===== src/rtl/keypad_pkg.sv =====
// Shared types and constants for the 4x4 keypad scanner and its frame debouncer.
// Frame classification lives here so the top and any checker agree on it.
package keypad_pkg;

    localparam int          KEY_CODE_W         = 4;
    localparam int          NUM_KEYS           = 16;
    localparam int          NUM_COLS           = 4;
    localparam logic [18:0] T_SCAN_DEFAULT     = 19'd49_999;
    localparam int          DEB_FRAMES_DEFAULT = 5;

    typedef enum logic [1:0] {
        RELEASED    = 2'd0,
        PRESS_CHK   = 2'd1,
        PRESSED     = 2'd2,
        RELEASE_CHK = 2'd3
    } deb_state_t;

    typedef enum logic [1:0] {
        ZERO   = 2'd0,
        SINGLE = 2'd1,
        MULTI  = 2'd2
    } frame_class_t;

    typedef struct packed {
        frame_class_t          cls;
        logic [KEY_CODE_W-1:0] idx;
    } frame_info_t;

    // Column drive pattern: the active column is the only low bit.
    function automatic logic [NUM_COLS-1:0] col_drive(input logic [1:0] idx);
        return ~(4'b0001 << idx);
    endfunction

    // idx is the lowest set bit; it is only meaningful when cls is SINGLE.
    function automatic frame_info_t classify_frame(input logic [NUM_KEYS-1:0] snap);
        frame_info_t info;
        logic [4:0]  n;
        info.cls = ZERO;
        info.idx = '0;
        n        = '0;
        for (int i = NUM_KEYS - 1; i >= 0; i--) begin
            if (snap[i]) begin
                n        = n + 5'd1;
                info.idx = KEY_CODE_W'(i);
            end
        end
        if (n == 5'd1)
            info.cls = SINGLE;
        else if (n != 5'd0)
            info.cls = MULTI;
        return info;
    endfunction

endpackage


===== src/rtl/keypad_frame_debounce.sv =====
// Whole-frame debouncer: accepts a press or release only after DEB_FRAMES
// consecutive agreeing frames, and owns the key code / strobe / down outputs.
module keypad_frame_debounce
    import keypad_pkg::*;
#(
    parameter int DEB_FRAMES = DEB_FRAMES_DEFAULT
) (
    input  logic                  CLK,
    input  logic                  RST,
    input  logic                  frame_done,
    input  frame_class_t          frame_cls,
    input  logic [KEY_CODE_W-1:0] frame_idx,
    output logic [KEY_CODE_W-1:0] Key_Code,
    output logic                  Key_Valid,
    output logic                  Key_Down,
    output deb_state_t            dbg_state
);

    localparam logic [3:0] DEB_CNT = 4'(DEB_FRAMES);

    deb_state_t            state, state_n;
    logic [3:0]            cnt, cnt_n, cnt_inc;
    logic [KEY_CODE_W-1:0] cand, cand_n;
    logic [KEY_CODE_W-1:0] code_q, code_n;
    logic                  valid_q, valid_n;
    logic                  down_q, down_n;

    always_ff @(posedge CLK) begin
        if (RST) begin
            state   <= RELEASED;
            cnt     <= '0;
            cand    <= '0;
            code_q  <= '0;
            valid_q <= 1'b0;
            down_q  <= 1'b0;
        end else begin
            state   <= state_n;
            cnt     <= cnt_n;
            cand    <= cand_n;
            code_q  <= code_n;
            valid_q <= valid_n;
            down_q  <= down_n;
        end
    end

    always_comb begin
        state_n = state;
        cnt_n   = cnt;
        cand_n  = cand;
        code_n  = code_q;
        valid_n = 1'b0;
        down_n  = down_q;
        cnt_inc = cnt + 4'd1;
        if (frame_done) begin
            case (state)
                RELEASED: begin
                    if (frame_cls == SINGLE) begin
                        state_n = PRESS_CHK;
                        cand_n  = frame_idx;
                        cnt_n   = 4'd1;
                    end
                end
                PRESS_CHK: begin
                    if (frame_cls == SINGLE && frame_idx == cand) begin
                        if (cnt_inc == DEB_CNT) begin
                            state_n = PRESSED;
                            cnt_n   = '0;
                            code_n  = cand;
                            valid_n = 1'b1;
                            down_n  = 1'b1;
                        end else begin
                            cnt_n = cnt_inc;
                        end
                    end else begin
                        // A different key does not become the new candidate here.
                        state_n = RELEASED;
                        cnt_n   = '0;
                    end
                end
                PRESSED: begin
                    if (frame_cls == ZERO) begin
                        state_n = RELEASE_CHK;
                        cnt_n   = 4'd1;
                    end
                end
                RELEASE_CHK: begin
                    if (frame_cls == ZERO) begin
                        if (cnt_inc == DEB_CNT) begin
                            state_n = RELEASED;
                            cnt_n   = '0;
                            down_n  = 1'b0;
                        end else begin
                            cnt_n = cnt_inc;
                        end
                    end else begin
                        state_n = PRESSED;
                        cnt_n   = '0;
                    end
                end
                default: begin
                    state_n = RELEASED;
                    cnt_n   = '0;
                end
            endcase
        end
    end

    // Key_Valid is a one-cycle strobe with no ready: downstream must capture
    // Key_Code in the cycle Key_Valid is high; Key_Code is stable until the next strobe.
    assign Key_Code  = code_q;
    assign Key_Valid = valid_q;
    assign Key_Down  = down_q;
    assign dbg_state = state;

endmodule


===== src/rtl/keypad_scan_module.sv =====
// 4x4 keypad column scanner: strobes columns, synchronises rows, builds one
// 16-key snapshot per frame and hands its classification to the debouncer.
module keypad_scan_module
    import keypad_pkg::*;
#(
    parameter logic [18:0] T_SCAN     = T_SCAN_DEFAULT,
    parameter int          DEB_FRAMES = DEB_FRAMES_DEFAULT
) (
    input  logic                  CLK,
    input  logic                  RST,
    input  logic [3:0]            Key_Row_In,
    output logic [3:0]            Key_Col_Sig,
    output logic [KEY_CODE_W-1:0] Key_Code,
    output logic                  Key_Valid,
    output logic                  Key_Down,
    output deb_state_t            dbg_state
);

    logic [3:0]          row_meta, row_sync;
    logic [18:0]         slot_cnt;
    logic                slot_end;
    logic [1:0]          col_idx, col_idx_n;
    logic [3:0]          col_sig;
    logic [NUM_KEYS-1:0] snapshot, snapshot_n;
    logic                last_sample;
    logic                frame_done;
    frame_info_t         frame_info;

    assign slot_end  = (slot_cnt == T_SCAN);
    assign col_idx_n = col_idx + 2'd1;

    always_ff @(posedge CLK) begin
        if (RST) begin
            row_meta <= 4'b1111;
            row_sync <= 4'b1111;
        end else begin
            row_meta <= Key_Row_In;
            row_sync <= row_meta;
        end
    end

    always_ff @(posedge CLK) begin
        if (RST) begin
            slot_cnt <= '0;
            col_idx  <= '0;
            col_sig  <= 4'b1110;
        end else if (slot_end) begin
            slot_cnt <= '0;
            col_idx  <= col_idx_n;
            col_sig  <= col_drive(col_idx_n);
        end else begin
            slot_cnt <= slot_cnt + 19'd1;
        end
    end

    // Column 0 starts a fresh frame, so nothing from the previous frame leaks in.
    always_comb begin
        snapshot_n = snapshot;
        if (slot_end) begin
            if (col_idx == 2'd0)
                snapshot_n = '0;
            for (int r = 0; r < 4; r++)
                snapshot_n[{2'(r), col_idx}] = ~row_sync[r];
        end
    end

    // frame_done trails the column-3 sample by a full cycle so the snapshot
    // and its classification are settled before the debouncer looks at them.
    always_ff @(posedge CLK) begin
        if (RST) begin
            snapshot    <= '0;
            last_sample <= 1'b0;
            frame_done  <= 1'b0;
        end else begin
            snapshot    <= snapshot_n;
            last_sample <= slot_end && (col_idx == 2'd3);
            frame_done  <= last_sample;
        end
    end

    assign frame_info  = classify_frame(snapshot);
    assign Key_Col_Sig = col_sig;

    keypad_frame_debounce #(
        .DEB_FRAMES (DEB_FRAMES)
    ) u_debounce (
        .CLK        (CLK),
        .RST        (RST),
        .frame_done (frame_done),
        .frame_cls  (frame_info.cls),
        .frame_idx  (frame_info.idx),
        .Key_Code   (Key_Code),
        .Key_Valid  (Key_Valid),
        .Key_Down   (Key_Down),
        .dbg_state  (dbg_state)
    );

endmodule


===== config.mk =====
export PLATFORM = sky130hd
export DESIGN_NAME = keypad_scan_module
export DESIGN_NICKNAME = d
export VERILOG_FILES = /design/src/rtl/keypad_pkg.sv /design/src/rtl/keypad_frame_debounce.sv /design/src/rtl/keypad_scan_module.sv
export SDC_FILE = /design/constraint.sdc
export NUM_CORES = 1
export LEC_CHECK = 0
export ABC_AREA = 1
export CAP_MARGIN = 20
export CORE_MARGIN = 2
export CORE_UTILIZATION = 43
export CTS_CLUSTER_DIAMETER = 60
export CTS_CLUSTER_SIZE = 30
export DETAILED_ROUTE_END_ITERATION = 6
export GPL_TIMING_DRIVEN = 0
export MAX_ROUTING_LAYER = met4
export PLACE_DENSITY_LB_ADDON = 0.3
export SLEW_MARGIN = 5
export SYNTH_ARGS = -nofsm -noshare
export SYNTH_HDL_FRONTEND = slang
export SYNTH_SLANG_ARGS = --single-unit

===== constraint.sdc =====
create_clock -name CLK -period 11.09 [get_ports CLK]
set_clock_uncertainty 0.15 [all_clocks]
set_input_delay 2.218 -clock CLK [delete_from_list [all_inputs] [get_ports CLK]]
set_output_delay 2.218 -clock CLK [all_outputs]
set_load 0.02 [all_outputs]

Yosys cells after proc, flatten, opt, wreduce, memory -nomap -nowiden
Index checks and enable logic that the tools add are counted.
{"block": "totals", "reg_bits": 67, "latch_bits": 0, "mem_bits_rw": 0, "mem_bits_ro": 0, "inputBits": 6, "output_inout_bits": 12, "elab_cells": 151, "memories": 0}
{"block": "op_classes", "n_addsub": 18, "n_mul": 0, "n_div": 0, "order_cmp": 8, "eq_ne": 17, "n_shift": 1, "mux": 67, "bitwise": 8, "n_reduce_logical": 18}
{"op": "$mux 4", "n": 21}
{"op": "$add 5x1->5 const B", "n": 15}
{"op": "$mux 5", "n": 15}
{"op": "$bwmux 16", "n": 4}
{"op": "$mux 16", "n": 2}
{"op": "$add 19x1->19 const B", "n": 1}
{"op": "$eq 19x16->1 const B", "n": 1}
{"op": "$mux 2", "n": 8}
{"op": "$pmux 4 s4", "n": 1}
{"op": "$ne 2x1->1 const B", "n": 6}
{"op": "$lt 4x5->1 const B", "n": 2}
{"op": "$mux 1", "n": 10}
{"op": "$demux 1 s2", "n": 4}
{"op": "$ge 4x1->1 const B", "n": 2}
{"op": "$pmux 2 s4", "n": 1}
{"op": "$not 1->1", "n": 7}
{"op": "$eq 2x2->1 const B", "n": 3}
{"op": "$logic_and 1x1->1", "n": 6}
{"op": "$logic_not 2->1", "n": 3}
{"op": "$reduce_and 3->1", "n": 2}
{"op": "$reduce_and 6->1", "n": 1}
{"op": "$eq 5x1->1 const B", "n": 1}
{"op": "$lt 2x5->1 const B", "n": 1}
{"op": "$lt 3x5->1 const B", "n": 1}
{"op": "other kinds (18)", "n": 19}

Depth between registers and ports, before layout
Gate-level depths: netlist of the first run.
{"block": "logic_depth", "word_depth": 38, "depth_mapped": 59, "depth_no_buf": 59}

Hierarchy
Synthesis of the first run repeated with hierarchy kept, for this count alone.
{"block": "hier_totals", "hier_cells": 760, "area_unflattened_um2": 4692.0}
{"module": "keypad_scan_module", "n_inst": 1, "cells_per_inst": 625, "area_per_inst_um2": 3837.4, "seq_area_each_um2": 1021.0}
{"module": "keypad_frame_debounce", "n_inst": 1, "cells_per_inst": 135, "area_per_inst_um2": 854.6, "seq_area_each_um2": 320.3}

Worst setup path after synthesis of the first run
No wires, ideal clock.
{"block": "synth_path", "path_type": "register to register", "startpoint": "reg snapshot[14]", "endpoint": "reg u_debounce.state[0], in the netlist u_debounce.dbg_state[0]", "setup_time_ps": 116, "t_arrival_ps": 7940, "t_required_ps": 10824, "slack_ps": 2885, "stages_incl_launch_ff": 57, "path_buffers": 0, "period_less_slack_ps": 8205, "path_cell_list": "dfxtp_1 -> inv_1 -> ha_1 -> inv_1 -> nand2_2 -> nand2_1 -> inv_1 -> ha_1 -> nand2_1 -> nand2_1 -> ha_1 -> or2_1 -> nand2_1 -> inv_1 -> ha_1 -> nand2_1 -> nand2_2 -> ha_1 -> [... 21 more ...] -> or2_2 -> o21ai_1 -> inv_1 -> ha_1 -> or2_2 -> nand2_2 -> inv_1 -> ha_1 -> o21ai_0 -> nand3_1 -> nor2_8 -> nand2_1 -> nand2_1 -> nand2_2 -> nor2_4 -> nand3_1 -> nand2_1 -> nor2_1"}
{"block": "synth_between", "elab_chain_len": 36, "word_cells_on_any_way": 60, "classes_between": "14 x add/sub; 7 x eq/ne; 35 x mux; 4 x reduce/logical"}
{"element": "from (decl)", "line_no": "keypad_scan_module.sv:24", "rtl": "logic [NUM_KEYS-1:0] snapshot, snapshot_n;"}
{"element": "from (signal assigned)", "line_no": "keypad_scan_module.sv:75", "rtl": "snapshot <= snapshot_n;"}
{"element": "$mux 5", "line_no": "keypad_pkg.sv:42", "rtl": "if (snap[i]) begin"}
{"element": "$add 5x1->5", "line_no": "keypad_pkg.sv:43", "rtl": "n = n + 5'd1;"}
{"element": "$mux 5", "line_no": "keypad_pkg.sv:42"}
{"element": "$add 5x1->5", "line_no": "keypad_pkg.sv:43"}
{"element": "$mux 5", "line_no": "keypad_pkg.sv:42"}
{"element": "$add 5x1->5", "line_no": "keypad_pkg.sv:43"}
{"element": "$mux 5", "line_no": "keypad_pkg.sv:42"}
{"element": "$add 5x1->5", "line_no": "keypad_pkg.sv:43"}
{"element": "[... 20 more ...]"}
{"element": "$mux 5", "line_no": "keypad_pkg.sv:42"}
{"element": "$reduce_bool 5->1", "line_no": "keypad_pkg.sv:49", "rtl": "else if (n != 5'd0)"}
{"element": "$mux 2", "line_no": "keypad_pkg.sv:49"}
{"element": "$mux 2", "line_no": "keypad_pkg.sv:47", "rtl": "if (n == 5'd1)"}
{"element": "$eq 2x1->1", "line_no": "keypad_frame_debounce.sv:57, keypad_frame_debounce.sv:64"}
{"element": "$logic_and 1x1->1", "line_no": "keypad_frame_debounce.sv:64", "rtl": "if (frame_cls == SINGLE && frame_idx == cand) begin"}
{"element": "$ne 3x3->1 (no line) / $mux 2 (equally long branches)"}
{"element": "$reduce_and 5->1 (no line) / $pmux 2 s4 (equally long branches)"}
{"element": "to (signal assigned)", "line_no": "keypad_frame_debounce.sv:37", "rtl": "state <= state_n;"}
{"element": "to (decl)", "line_no": "keypad_frame_debounce.sv:21", "rtl": "deb_state_t state, state_n;"}
Several ways; a longest one is shown, not always the timed one.
A chain may end at the register's enable or synchronous reset.

Worst setup path in the final report of the first run
Same ends and word-level chain as after synthesis.

==> results of run 1 <==
[metal layers]
metal	global-route usage [%]	part of all wire [%]	routed length (µm)
met5	-	0	0
met4	6.696	1.7	159
met3	3.175	3.1	297
met2	29.84	46	4421
met1	22.19	49	4732
[cells by family (layout without fill, tap and decap cells)]
| group | count (synthesis) | count (layout) | share of synthesized area, % |
|---|---|---|---|
| fa+ha+maj | 25 | 25 | 6.430 |
| buf+inv | 142 | 173 | 12.22 |
| xor+xnor | 8 | 8 | 1.440 |
| compound gates | 90 | 90 | 10.24 |
| flops | 67 | 67 | 27.57 |
| simple gates | 413 | 413 | 42.10 |
[power groups by stage]
stage          Clock, W  Combinational [W]  Sequential, W
2_1_floorplan         0         0.00000800       0.000249
3_3_place_gp          0          0.0000117       0.000249
3_5_place_dp          0          0.0000120       0.000249
4_1_cts        0.000255          0.0000120       0.000244
5_1_grt        0.000264          0.0000134       0.000244
6_report       0.000250          0.0000119       0.000244
[synthesized netlist by cell type, drive strengths merged]
master	number
o2111ai	1
buf	1
nor3	14
a21oi	49
a2111oi	1
nand3b	8
clkbuf	6
nand3	72
dfxtp	67
nand4	8
ha	25
a31oi	2
nor4	7
o21ai	27
nor2	61
a211oi	2
or2	15
a21boi	3
o31ai	1
a311oi	1
xor2	8
nand2	228
inv	133
bufbuf	1
o32ai	3
clkinv	1
[cells in the final DEF (no fill, tap or decap), types with 3 or more instances in the layout]
| cell | n |
|---|---|
| nor3_1 | 14 |
| nand3_1 | 59 |
| nand2_2 | 40 |
| clkinv_2 | 3 |
| o21ai_1 | 6 |
| xor2_1 | 8 |
| o21ai_0 | 20 |
| nor4_1 | 7 |
| inv_2 | 7 |
| a21oi_1 | 48 |
| clkbuf_8 | 4 |
| nand4_1 | 6 |
| nand3b_1 | 7 |
| o32ai_1 | 3 |
| or2_2 | 13 |
| nand3_4 | 4 |
| clkbuf_1 | 5 |
| nand2_1 | 183 |
| nand2_4 | 5 |
| nor2_1 | 56 |
| ha_1 | 25 |
| inv_1 | 126 |
| a21boi_0 | 3 |
| dfxtp_1 | 67 |
| clkbuf_16 | 9 |
| nand3_2 | 9 |
| clkdlybuf4s50_1 | 16 |
[layout make-up]
cell class / instances / area share (%)
well taps: 140 / 3.207
clock buffers: 12 / 4.513
repair buffers: 16 / 2.932
multi-input cells: 536 / 53.63
flip-flops and latches: 67 / 24.56
clock inverters: 3 / 0.2749
plain buffers: 8 / 1.672
inverters: 134 / 9.210
[how the worst max path moves through the flow]
stage	startpoint	end
floorplan	snapshot[14]	u_debounce.dbg_state[0]
global placement	snapshot[14]	u_debounce.dbg_state[0]
detailed placement	snapshot[14]	u_debounce.dbg_state[0]
CTS	snapshot[14]	u_debounce.dbg_state[0]
global route	snapshot[14]	u_debounce.dbg_state[0]
finish	snapshot[14]	u_debounce.dbg_state[0]
[sequential cells by signal (all words and copies together) (netlist names), 2 cells and up]
signal and count:
slot_cnt 19, snapshot 16, Key_Col_Sig 4, row_meta 4, row_sync 4, u_debounce.Key_Code 4
u_debounce.cand 4, u_debounce.cnt 4, col_idx 2, u_debounce.dbg_state 2
[worst register-to-register path, delay by kind of cell, from the launching register on]
| family | cells | cell delay, ps |
|---|---|---|
| flip-flops | 1 | 350 |
| AND/OR/NAND/NOR | 34 | 3650 |
| adder cells (fa/ha/maj) | 14 | 3850 |
| AO/OA/AOI/OAI | 2 | 350 |
| buffers and inverters | 6 | 400 |
[metrics by stage]
stage,util (%),cells,setup WS (ps)
after floorplan,-,745,2885
after global placement,47.55,901,2523
after detailed placement,47.55,901,2221
after CTS,49.94,916,2187
after global routing,49.94,916,1445
final,49.94,916,2246
==> impl_metrics.csv, run 1 <==
group,metric,value,unit
place,place_congestion,0.8932,
power_and_ir_drop,power.switching,0.0001027,W
clocking,postCtsHoldBufs,0,
yosys,netlist.area_leader.share,27.57,%
finish,multi_input_area,2929,µm²
yosys,synth.avg_cell_area,6.530,µm²
worst_setup_path,cp_max_fo,6,
floorplan,row_count,38,
drt,ant_nets,0,
worst_setup_path,critPathTopFamily,"adder cells",
yosys,synth_cells,745,
drt,viasPerCell,4.941,
clocking,clk_pin_slew,50,ps
global_routing,gr-total-overflow,0,
finish,syn_to_final_growth,12.27,%
timing,hold_viol,0,
place,placed_cell_area,5200,µm²
global_routing,antenna_found_initial,0,
finish,regArea,1341,µm²
worst_hold_path,min_path_cells,1,
yosys,syn_area,4865,µm²
clocking,cts_sinks,67,
drt,wl_per_cell,10.49,µm
clocking,numCtsBuffers,9,
timing,period_needed,8844,ps
floorplan,dieArea,12180,µm²
global_routing,grt_max_degree,11,
timing,slew_viol_final,0,
run_status,run_status,"finished, final reports clean",
yosys,yosysWarnings,0,
worst_setup_path,worstPathRequired,11160,ps
timing,max_freq,0.1131,GHz
power_and_ir_drop,pwr-share-seq,48.3,%
global_routing,grt_pass1_wl,17.51,mm
place,io_buffers,16,
drt,drc,0,
worst_setup_path,crit_top_cell,"nand2_1",
yosys,ys_types,42,
timing,period_share,79.75,%
drt,routed_wl,9.611,mm
yosys,synth_top_area_cell,"dfxtp_1",
worst_setup_path,slowest_stage,"dfxtp_1",
finish,nNetsFinal,803,
floorplan,start_util,44.49,%
worst_setup_path,critical_path_class,"reg2reg",
finish,diodes,0,
timing,hold_slack,255.5,ps
worst_setup_path,arrival,8910,ps
power_and_ir_drop,p_int,0.0004032,W
yosys,synthTopCellsByArea,"dfxtp_1, nand2_1, inv_1",
floorplan,core,10940,µm²
timing,setup_viol_count_final,0,
worst_setup_path,path_depth,56,
run,drv_cap,0,
worst_setup_path,critPathBufInv,6,
power_and_ir_drop,p_leak,2.786,nW
power_and_ir_drop,pwr-share-comb,2.3,%
drt,drt_iter0_markers,179,
timing,tightest_slew,934.6,ps
worst_setup_path,critPathMaxStageDelay,350,ps
clocking,clk-insertion-delay-late,330,ps
floorplan,die_x,110.4,µm
clocking,htree_num_levels,3,
clocking,post_cts_resized,0,
worst_hold_path,hold_end,"row_sync[2]",
finish,fillCellCount,1082,
finish,drive_gt1_share,13.66,%
worst_setup_path,end_kind,"register",
power_and_ir_drop,pwr-share-clk,49.4,%
power_and_ir_drop,ir_drop,0.0001029,V
worst_setup_path,r2r-start,"snapshot[14]",
drt,firstDrtPassIters,7,
floorplan,die_h,110.4,µm
clocking,cts-root-buf,"clkbuf_16",
power_and_ir_drop,switching_share,20.31,%
yosys,ys_seq_elements,67,
power_and_ir_drop,cellPowerDensity,92.63,nW/µm²
worst_setup_path,reg2reg_depth,56,
place,hpwl,7.706,mm
yosys,synth_nets,776,
global_routing,grt_pass1_vias,4274,
clocking,postCtsSetupBuffers,0,
worst_setup_path,rrSetupSlack,2250,ps
floorplan,pin_count,18,
clocking,cts_tree,"done",
worst_setup_path,r2r-end,"u_debounce.dbg_state[0]",
global_routing,grtUsageTotal,18.09,%
drt,vias,4526,
timing,rsz0062_at_grt,"false",
finish,final_area,5461,µm²
worst_hold_path,hold_class,"reg2reg",
yosys,seq_area_frac_synth,27.57,%
clocking,cts_buffer_depth,2,
timing,tns,0,ps
timing,slew_headroom,36.08,%
power_and_ir_drop,finalPower,0.0005059,W
worst_hold_path,min_from,"row_meta[2]",
worst_setup_path,critPathLaunchType,"register",
Power figures use the tool's default switching activity.
==> inputs of run 2 (changes only) <==
clock period = 8.8 ns   (was 11.09 ns; I/O delays follow)
==> impl_metrics.csv, run 2 (same netlist as run 1, synthesis figures left out) <==
group,metric,value,unit
global_routing,grt_pass1_wl,17.53,mm
clocking,numCtsBuffers,9,
timing,period_share,94.01,%
power_and_ir_drop,ir_drop,0.0001300,V
worst_setup_path,r2r-start,"snapshot[14]",
power_and_ir_drop,pwr-share-comb,2.4,%
floorplan,row_count,38,
clocking,cts_buffer_depth,2,
timing,slew_headroom,35.52,%
worst_setup_path,worstPathRequired,8870,ps
place,io_buffers,16,
power_and_ir_drop,switching_share,20.33,%
worst_setup_path,critPathTopFamily,"adder cells",
place,numPlacedInstances,901,
finish,diodes,0,
global_routing,antenna_found_initial,0,
finish,drive_gt1_share,17.18,%
timing,hold_viol,0,
drt,wl_per_cell,10.74,µm
finish,mostFrequentLayoutCells,"nand2_1, inv_1, dfxtp_1",
clocking,clk_pin_slew,60,ps
global_routing,gr-total-overflow,0,
global_routing,grtUsageTotal,18.10,%
worst_hold_path,hold_class,"reg2reg",
drt,firstDrtPassIters,4,
power_and_ir_drop,power.switching,0.0001297,W
finish,final_common_cell,"nand2_1",
drt,drt_iter0_markers,181,
floorplan,die_h,110.4,µm
drt,drc,0,
power_and_ir_drop,pwr-share-clk,49.4,%
worst_setup_path,critPathBufInv,5,
worst_setup_path,cp-startpoint,"snapshot[14]",
worst_setup_path,arrival,8340,ps
place,place_congestion,0.8932,
timing,slew_viol_final,0,
power_and_ir_drop,pwr-share-seq,48.3,%
drt,routed_wl,9.882,mm
power_and_ir_drop,p_leak,2.819,nW
floorplan,die_x,110.4,µm
clocking,cts-root-buf,"clkbuf_16",
worst_setup_path,critPathMaxStageDelay,350,ps
clocking,cts_tree,"done",
finish,largest_reg_flops,19,
finish,largest-register,"slot_cnt",
floorplan,core,10940,µm²
run_status,run_status,"finished, final reports clean",
clocking,htree_num_levels,3,
finish,fin_cells,920,
worst_setup_path,path_depth,55,
finish,nNetsFinal,807,
floorplan,pin_count,18,
worst_setup_path,end_kind,"register",
worst_setup_path,slowest_stage,"dfxtp_2",
drt,viasPerCell,4.955,
worst_setup_path,rrSetupSlack,530,ps
clocking,cts_sinks,67,
timing,max_freq,0.1209,GHz
drt,ant_nets,0,
worst_setup_path,critical_path_class,"reg2reg",
timing,tightest_slew,942.8,ps
global_routing,grt_max_degree,11,
timing,setup_viol_count_final,0,
global_routing,grt_pass1_vias,4274,
clocking,clk-insertion-delay-late,330,ps
worst_setup_path,critPathLaunchType,"register",
timing,period_needed,8273,ps
worst_setup_path,cp_max_fo,6,
worst_setup_path,endpoint,"u_debounce.dbg_state[0]",
place,hpwl,7.706,mm
power_and_ir_drop,finalPower,0.0006378,W
floorplan,start_util,44.49,%
power_and_ir_drop,p_int,0.0005081,W
run,drv_cap,0,
power_and_ir_drop,cellPowerDensity,113.8,nW/µm²
floorplan,dieArea,12180,µm²
finish,syn_to_final_growth,15.17,%
worst_setup_path,reg2reg_depth,55,
drt,vias,4559,
worst_setup_path,crit_top_cell,"nand2_2",
finish,largestRegisters,"slot_cnt: 19 flops, snapshot: 16 flops",
worst_setup_path,r2r-end,"u_debounce.dbg_state[0]",
==> run 2: how the worst min path moves through the flow <==
stage	startpoint	endpoint	slack [ps]	cells after the start
3_5_place_dp	row_meta[2]	row_sync[2]	240	1
2_1_floorplan	last_sample	frame_done	240	2
3_3_place_gp	row_meta[3]	row_sync[3]	250	1
6_report	row_meta[2]	row_sync[2]	260	1
4_1_cts	row_meta[2]	row_sync[2]	260	1
5_1_grt	row_meta[3]	row_sync[3]	270	1
==> run 2: power by group through the flow <==
stage	clock network [W]	logic (W)	registers [W]
after floorplan	0	0.0000101	0.000314
after global placement	0	0.0000147	0.000314
after detailed placement	0	0.0000151	0.000314
after CTS	0.000321	0.0000152	0.000308
after global routing	0.000333	0.0000169	0.000308
final	0.000315	0.0000150	0.000308
==> run 2: routing by layer <==
| layer | routed length [µm] | GRT usage, % | up-vias |
|---|---|---|---|
| li1 | - | - | 2442 |
| met1 | 4836 | 22.22 | 2040 |
| met2 | 4616 | 29.97 | 62 |
| met3 | 271 | 3.175 | 15 |
| met4 | 157 | 6.429 | 0 |
| met5 | 0 | - | - |
==> run 2: final cells by class <==
| cell class | instances | area, µm² |
|---|---|---|
| Clock buffer | 12 | 246.5 |
| Tap cell | 140 | 175.2 |
| Inverter | 134 | 503.0 |
| Timing Repair Buffer | 20 | 190.2 |
| Multi-Input combinational cell | 536 | 3038 |
| Sequential cell | 67 | 1344 |
| Buffer | 8 | 91.34 |
| Clock inverter | 3 | 15.01 |
| Fill cell | 1072 | 5333 |
==> run 2: stage by stage <==
stage / area [µm²] / setup TNS [ps] / setup WS, ps / utilization (%) / hold slack [ps]
after detailed placement: 5200 / -279.5 / -69.11 / 47.55 / 243.6
after CTS: 5470 / 0 / 34.07 / 50.02 / 255.7
after global routing: 5603 / -3.872 / -3.396 / 51.24 / 270.1
final: 5603 / 0 / 526.7 / 51.24 / 255.6
after global placement: 5200 / 0 / 233.4 / 47.55 / 246.0
after floorplan: 4865 / 0 / 594.8 / - / 238.3
==> run 2: repair_timing <==
item | 4_1_cts | 5_1_grt
endpoints found under the hold margin | 0 | 0
gates resized for setup | 3 | 26
setup endpoints to repair | 12 | 16
hold buffers | 0 | 0
setup buffers | 0 | 4
pin swaps | 1 | 9
